<file path="config.mk">
export PLATFORM = sky130hd
export DESIGN_NAME = countdown_timer_expire
export DESIGN_NICKNAME = d
export VERILOG_FILES = /design/src/rtl/timer_pkg.sv /design/src/rtl/prescaler_tick.sv /design/src/rtl/countdown_timer_expire.sv
export SDC_FILE = /design/constraint.sdc
export NUM_CORES = 1
export LEC_CHECK = 0
export BUFFER_PORTS_ARGS = -buffer_cell sky130_fd_sc_hd__buf_2
export CORE_ASPECT_RATIO = 0.8
export CORE_MARGIN = 3
export CORE_UTILIZATION = 35
export CTS_CLUSTER_SIZE = 10
export DETAILED_ROUTE_END_ITERATION = 10
export PLACE_DENSITY = 0.61
export SKIP_LAST_GASP = 1
export SLEW_MARGIN = 40
export SYNTH_ARGS = -nofsm -noshare
export SYNTH_HDL_FRONTEND = slang
export SYNTH_SLANG_ARGS = --single-unit
</file>
<file path="constraint.sdc">
create_clock -name i_CLK -period 4.15 [get_ports i_CLK]
set_input_delay 0.415 -clock i_CLK [delete_from_list [all_inputs] [get_ports i_CLK]]
set_output_delay 0.415 -clock i_CLK [all_outputs]
set_load 0.05 [all_outputs]
</file>
<file path="src/rtl/timer_pkg.sv">
// Shared types and defaults for the countdown timer.
// State encoding and width defaults live here.
package timer_pkg;

  localparam int DEF_COUNTER_BITS = 32;
  localparam int DEF_DIV_BITS     = 16;

  typedef enum logic [1:0] {
    ST_IDLE    = 2'd0,
    ST_RUN     = 2'd1,
    ST_PAUSED  = 2'd2,
    ST_EXPIRED = 2'd3
  } timer_state_e;

  function automatic logic is_busy(
    input timer_state_e st
  );
    return (st == ST_RUN) ||
           (st == ST_PAUSED);
  endfunction

endpackage

</file>
<file path="src/rtl/prescaler_tick.sv">
// Prescaler for the countdown timer: one tick
// every div_q+1 enabled cycles.
module prescaler_tick #(
  parameter int DIV_BITS = 16
) (
  input  logic                i_CLK,
  input  logic                i_RST_N,
  input  logic                load,
  input  logic [DIV_BITS-1:0] div,
  input  logic                enable,
  input  logic                clear,
  output logic                tick
);

  logic [DIV_BITS-1:0] div_q;
  logic [DIV_BITS-1:0] pre_q;

  assign tick = enable && (pre_q == div_q);

  always_ff @(posedge i_CLK or negedge i_RST_N) begin
    if (!i_RST_N) begin
      div_q <= '0;
      pre_q <= '0;
    end else if (clear) begin
      pre_q <= '0;
    end else if (load) begin
      div_q <= div;
      pre_q <= '0;
    end else if (enable) begin
      if (tick) begin
        pre_q <= '0;
      end else begin
        pre_q <= pre_q + 1'b1;
      end
    end
  end

endmodule

</file>
<file path="src/rtl/countdown_timer_expire.sv">
// Loadable down-counter with prescaler, pause,
// clear, sticky expiry flag and expiry pulse.
module countdown_timer_expire
  import timer_pkg::*;
#(
  parameter int COUNTER_BITS = DEF_COUNTER_BITS,
  parameter int DIV_BITS     = DEF_DIV_BITS
) (
  input  logic                    i_CLK,
  input  logic                    i_RST_N,
  input  logic                    i_START,
  input  logic [COUNTER_BITS-1:0] i_LOAD_VAL,
  input  logic [DIV_BITS-1:0]     i_DIV,
  input  logic                    i_PAUSE,
  input  logic                    i_CLEAR,
  output logic [COUNTER_BITS-1:0] o_COUNT,
  output logic                    o_BUSY,
  output logic                    o_EXPIRED,
  output logic                    o_EXPIRE_PULSE
);

  timer_state_e            state_q;
  timer_state_e            state_d;
  logic [COUNTER_BITS-1:0] count_q;
  logic [COUNTER_BITS-1:0] count_d;
  logic                    pulse_q;
  logic                    expire_ev;
  logic                    pre_en;
  logic                    tick;
  logic                    do_load;

  assign do_load = i_START && !i_CLEAR;

  // The cycle that leaves PAUSED also counts, so
  // each paused cycle costs exactly one cycle.
  assign pre_en = !i_CLEAR && !i_START &&
                  !i_PAUSE && is_busy(state_q);

  prescaler_tick #(
    .DIV_BITS (DIV_BITS)
  ) u_pre (
    .i_CLK   (i_CLK),
    .i_RST_N (i_RST_N),
    .load    (do_load),
    .div     (i_DIV),
    .enable  (pre_en),
    .clear   (i_CLEAR),
    .tick    (tick)
  );

  always_comb begin
    state_d   = state_q;
    count_d   = count_q;
    expire_ev = 1'b0;
    if (i_CLEAR) begin
      state_d = ST_IDLE;
      count_d = '0;
    end else if (i_START) begin
      count_d = i_LOAD_VAL;
      if (i_LOAD_VAL != '0) begin
        state_d = ST_RUN;
      end else begin
        state_d   = ST_EXPIRED;
        expire_ev = 1'b1;
      end
    end else begin
      unique case (state_q)
        ST_RUN: begin
          if (i_PAUSE) begin
            state_d = ST_PAUSED;
          end
        end
        ST_PAUSED: begin
          if (!i_PAUSE) begin
            state_d = ST_RUN;
          end
        end
        ST_EXPIRED: begin
          count_d = '0;
        end
        default: begin
          state_d = ST_IDLE;
        end
      endcase
      if (tick) begin
        if (count_q <= COUNTER_BITS'(1)) begin
          count_d   = '0;
          state_d   = ST_EXPIRED;
          expire_ev = 1'b1;
        end else begin
          count_d = count_q - 1'b1;
        end
      end
    end
  end

  always_ff @(posedge i_CLK or negedge i_RST_N) begin
    if (!i_RST_N) begin
      state_q <= ST_IDLE;
      count_q <= '0;
      pulse_q <= 1'b0;
    end else begin
      state_q <= state_d;
      count_q <= count_d;
      pulse_q <= expire_ev;
    end
  end

  assign o_COUNT        = count_q;
  assign o_BUSY         = is_busy(state_q);
  assign o_EXPIRED      = (state_q == ST_EXPIRED);
  assign o_EXPIRE_PULSE = pulse_q;

endmodule
</file>
Yosys cells after proc, flatten, opt, wreduce, memory -nomap -nowiden
Index checks and enable logic that the tools add are counted.
{"block": "totals", "register_bits": 67, "input_bits": 53, "out_inout_bits": 35, "wordCells": 48}
{"block": "classes", "addsub": 2, "n_lt_le_gt_ge": 1, "n_eq_ne": 4, "mux": 22, "bitwise": 1, "reduce_logical": 13}
{"operator": "$mux 32", "n": 5}
{"operator": "$mux 16", "n": 4}
{"operator": "$le 32x1->1 const B", "n": 1}
{"operator": "$reduce_bool 32->1", "n": 1}
{"operator": "$sub 32x1->32 const B", "n": 1}
{"operator": "$add 16x1->16 const B", "n": 1}
{"operator": "$eq 16x16->1", "n": 1}
{"operator": "$mux 2", "n": 7}
{"operator": "$pmux 2 s3", "n": 1}
{"operator": "$logic_and 1x1->1", "n": 5}
{"operator": "$mux 1", "n": 5}
{"operator": "$eq 2x2->1 const B", "n": 2}
{"operator": "$reduce_bool 4->1", "n": 1}
{"operator": "$logic_not 1->1", "n": 3}
{"operator": "$reduce_bool 3->1", "n": 1}
{"operator": "$eq 2x1->1 const B", "n": 1}
{"operator": "$reduce_and 2->1", "n": 1}
{"operator": "$logic_or 1x1->1", "n": 1}
{"operator": "$not 1->1", "n": 1}

Longest topological paths before layout
{"block": "depth", "ltp_word": 9, "depth_mapped": 10, "mapped_depth_nobuf": 8}

Cells and area by module
From an unflattened synthesis, not the netlist that was laid out.
{"block": "hier_totals", "cells_unflattened": 428, "hier_area_um2": 4047.6}
{"mod": "countdown_timer_expire", "instances": 1, "cells_each": 270, "area_each_um2": 2333.5, "seq_area_each_um2": 875.8}
{"mod": "prescaler_tick", "instances": 1, "cells_each": 158, "area_each_um2": 1714.1, "seq_area_each_um2": 800.8}

Worst setup path before layout
OpenSTA, ideal clock, no wires.
{"block": "synth_timing", "path_kind": "reg-to-reg", "startpoint": "reg state_q[0]", "endpoint": "reg u_pre.pre_q[10]", "setup_ns": 0.128, "arrival_ns": 2.568, "t_required_ns": 4.022, "slack_ns": 1.454, "path_stages_with_launch": 11, "n_path_buf": 2, "period_less_slack_ns": 2.696, "cell_sequence": "dfrtp_1 inv_1 ha_1 nand2b_1 nor3_1 and4_1 nand3_1 clkbuf_1 buf_1 nand2_1 nor2_1"}
{"block": "synth_via", "elab_chain_cells": 8, "elab_cells_between_ends": 10, "classes_between": "eq/ne: 2; mux: 4; reduce/logical: 4"}
{"item": "start, declared", "line": "countdown_timer_expire.sv:22", "source": "timer_state_e state_q;"}
{"item": "start signal, assigned", "line": "countdown_timer_expire.sv:103", "source": "state_q <= state_d;"}
{"item": "$eq 2x1->1 or $eq 2x2->1 (tied branches)"}
{"item": "$logic_or 1x1->1 (*)"}
{"item": "via o_BUSY", "line": "countdown_timer_expire.sv:17", "source": "output logic o_BUSY,"}
{"item": "$logic_and 1x1->1 (*)", "line": "countdown_timer_expire.sv:37", "source": "!i_PAUSE && is_busy(state_q);"}
{"item": "$logic_and 1x1->1", "line": "prescaler_tick.sv:18", "source": "assign tick = enable && (pre_q == div_q);"}
{"item": "$mux 16", "line": "prescaler_tick.sv:30", "source": "if (tick) begin"}
{"item": "$mux 16", "line": "prescaler_tick.sv:29", "source": "end else if (enable) begin"}
{"item": "$mux 16", "line": "prescaler_tick.sv:26", "source": "end else if (load) begin"}
{"item": "$mux 16", "line": "prescaler_tick.sv:24", "source": "end else if (clear) begin"}
{"item": "end signal, assigned", "line": "prescaler_tick.sv:33", "source": "pre_q <= pre_q + 1'b1;"}
{"item": "end, declared", "line": "prescaler_tick.sv:16", "source": "logic [DIV_BITS-1:0] pre_q;"}
The timed path passes the listed nets; every way through them passes the cells marked *. The select of a mux whose other input is x is not followed.
A chain may end at the register's enable or synchronous reset.

Worst setup path in the final report
{"block": "layout_timing", "startpoint": "reg state_q[0]", "endpoint": "reg count_q[15], in the netlist o_COUNT[15]"}
{"block": "layout_via", "elab_chain_cells": 7, "elab_cells_between_ends": 10, "classes_between": "eq/ne: 3; mux: 3; reduce/logical: 4"}
{"item": "$eq 2x1->1 or $eq 2x2->1 (tied branches)", "line": "timer_pkg.sv:18, timer_pkg.sv:19"}
{"item": "$logic_or 1x1->1", "line": "timer_pkg.sv:18", "source": "return (st == ST_RUN) ||"}
{"item": "$logic_and 1x1->1", "line": "countdown_timer_expire.sv:37"}
{"item": "$logic_and 1x1->1", "line": "prescaler_tick.sv:18"}
{"item": "$mux 32", "line": "countdown_timer_expire.sv:85", "source": "if (tick) begin"}
{"item": "$mux 32", "line": "countdown_timer_expire.sv:58", "source": "end else if (i_START) begin"}
{"item": "$mux 32", "line": "countdown_timer_expire.sv:55", "source": "if (i_CLEAR) begin"}
{"item": "end signal, assigned", "line": "countdown_timer_expire.sv:104", "source": "count_q <= count_d;"}
{"item": "end, declared", "line": "countdown_timer_expire.sv:24", "source": "logic [COUNTER_BITS-1:0] count_q;"}
Several ways; a longest one is shown, not always the timed one.

==> results.md <==
- CTS sink cnt: 67
- Total power: 1890 uW
- ANT nets after route: 0
- Starting Density: 36.3%
- Required @ worst endpoint: 4.37 ns
- Multi-input gate area: 0.00223 sq mm
- Total CTS buffers: 9
- Ant. Diodes: 0
- Yosys reg bits: 67
- Synth Area in Compound Gates: 15.6%
- Commonest non-fill, non-tap cell in the layout: buf_2
- Largest family of logic cells by synthesized area: simple AND/OR/NAND/NOR gates
- Slew headroom: 50.6%
- DIE AREA: 0.0127 sq mm
- DRT Wirelength: 11800 um
- Largest net degree at the start of global routing: 45
- Net count, final: 579
- Worst Setup SP: state_q[0]$_DFF_PN0_
- Wire length of the first global-routing pass: 18600 um
- Final hold vios: 0
- Total number of yosys warnings: 0
- Xor and xnor area share after synthesis: 8.14%
- Post-Synth Adder-Cell Area: 2.51%
- Worst hold path class: primary input to asynchronous set/reset pin
- Fin area: 0.00494 sq mm
- Placed inst area: 0.00462 sq mm
- Fill count: 1086
- Residual DRC: 0
- F_max: 332 MHz
- Dpl hpwl: 8780 um
- Max Cap Viol: 0
- Kind of end point of the critical path: flop
- Async set or reset register ratio after synthesis: 100%
- CP startpoint kind: flop
- Post-synth net total: 489
- Dominant synthesized flop cell: dfrtp_1
- Seq/Total Area, Yosys: 42.1%
- Setup repair bufs after CTS: 0
- Placeable Area: 0.0110 sq mm
- Syn Area/Cell: 9.31 sq um
- RSZ-0062 raised after global routing: false
- Gpl congestion: 0.840
- GRT Util Overall: 18.4%
- Vias: 3840
- TNS Setup: 0 ns
- Worst VDD drop: 0.000219 V
- Commonest non-fill, non-tap cells in the layout: buf_2, dfrtp_1, nor2_1, nand2_1, xor2_1
- Drt first pass iters: 5
- Vias in the first global route: 3503
- Final Slew Violations: 0
- Buffers on Ports: 87
- Synth-to-Final Area Change: 24.0%
- Root buffer selected by CTS: clkbuf_16
- Leak Pwr: 0.00223 uW
- Pwr dens: 383 mW/mm^2
- Final setup viols: 0
- Synth Area in Simple Gates: 24.2%
- Cells after Synth: 428
- CTS max path bufs: 2
- Synthesized cell area: 0.00398 sq mm
- Period minus WS final: 3.01 ns
- Synth unique cells: 52
- Core Rows: 34
- H-tree levels: 3
- Final period utilization: 72.6%
- Hold_buf cts: 0
- CTS tree: built
- Initial antenna violation count: 0
- Sequential Area: 0.00168 sq mm
- IO Count: 88
- EDFF count, synth: 0
- Vias/cell: 5.77
- Post-DR wirelength/cell: 17.7 um
- CP Class: flop to flop
- Die Y-Extent: 101 um
- Outcome: finished, final reports clean
- Post-CTS Resized: 0
- Mux cell area share after synthesis: 5.06%
- Worst Skew: 0.00717 ns
- Worst-path fanout max: 14
- Share of layout cells above drive strength 1: 25.7%
- R2R depth: 9
- Clk slew on worst S/H paths: 0.06 ns
- Clk Latency, worst-skew pair: 0.34 ns
- DRT iter0 DRCs: 336
- Grt ovf: 0
- Die Width: 125 um
- Worst-margin pin slew: 0.735 ns
- WP data arrival: 3.24 ns
- R2R Path Start: state_q[0]$_DFF_PN0_
## synthesized netlist by cell type (all sizes together) (2+ instances only)
cell type  instances  share of area, %
a21o               3              0.57
a21oi             15               1.9
a221o              5               1.3
a22oi             12               2.3
a32oi              9               2.0
and2               3              0.47
and3               8               1.3
and4               4              0.88
buf                4              0.44
clkbuf            12               1.1
dfrtp             67                42
ha                 8               2.5
inv                9              0.85
mux2              17               4.8
nand2             34               3.2
nand2b             5              0.79
nand3             18               2.3
nand4              9               1.4
nor2              34               3.2
nor2b              4              0.63
nor3              20               2.6
nor4              16               2.7
o211ai             5              0.94
o21a               2              0.38
o21ai             29               3.7
o21bai             2              0.38
o311ai             2              0.44
or2                4              0.63
or3                6              0.94
or4               12               2.3
xnor2             10               2.2
xor2              27               5.9
## sequential cells by signal (all words and copies together) (netlist names)
register        flops
state_q             2
o_EXPIRE_PULSE      1
u_pre.pre_q        16
o_COUNT            32
u_pre.div_q        16
## per-layer routing
layer  wire length (um)  up-vias  GRT usage (%)
met5                  0        -              0
met4                188        0           6.08
met3                857       16           4.69
met2               5170      170           26.8
met1               5600     1871           26.8
li1                   -     1783              -
## report_power, final
group          switching [uW]  internal [uW]  total, uW  leakage, uW
sequential               49.6            696        746     0.000877
combinational             215            122        337      0.00119
clock                     279            528        807     0.000155
total                     544           1350       1890      0.00223
## path summary, 6_finish.rpt
path                            slack (ns)                           to
max in group asynchronous             3.28         state_q[1]$_DFF_PN0_
worst max register to register        1.14      o_COUNT[15]$_DFFE_PN0P_
worst min-delay path                  0.09      o_COUNT[13]$_DFFE_PN0P_
worst min register to register        0.53  u_pre.div_q[14]$_DFFE_PN0P_
min in group i_CLK                    0.31  u_pre.div_q[12]$_DFFE_PN0P_
worst max-delay path                  1.14      o_COUNT[15]$_DFFE_PN0P_
## layout make-up
class / count / share of cell area, %
flip-flops and latches: 67 / 34.0
well taps: 144 / 3.65
inverters: 9 / 0.684
repair buffers: 95 / 10.2
clock buffers: 14 / 5.75
clock inverters: 1 / 0.608
multi-input cells: 336 / 45.1
## per-stage QoR
step / setup WS, ns / util (%) / hold slack, ns / cells
5_1_grt: 0.984 / 45.0 / 0.135 / 666
3_5_place_dp: 1.24 / 42.1 / 0.471 / 651
2_1_floorplan: 1.45 / - / 0.119 / 428
4_1_cts: 1.21 / 44.9 / 0.107 / 666
6_report: 1.14 / 45.0 / 0.0946 / 666
3_3_place_gp: 1.29 / 41.9 / 0.516 / 650
## cells by family after synthesis
kind of cell / Yosys count
fa+ha+maj: 8
buf+inv: 25
compound gates: 92
flops: 67
mux: 18
simple gates: 181
xor+xnor: 37
## critical path, stage by stage, from the launching register on
cell and delay (ns):
dfrtp_1 0.41, inv_1 0.08, ha_1 0.30, nand2b_1 0.14, nor3_1 0.39, and4_1 0.31
nand3_1 0.47, buf_4 0.37, and3_1 0.16, a221o_1 0.25
Note: power is estimated with default switching activity, not from simulation.
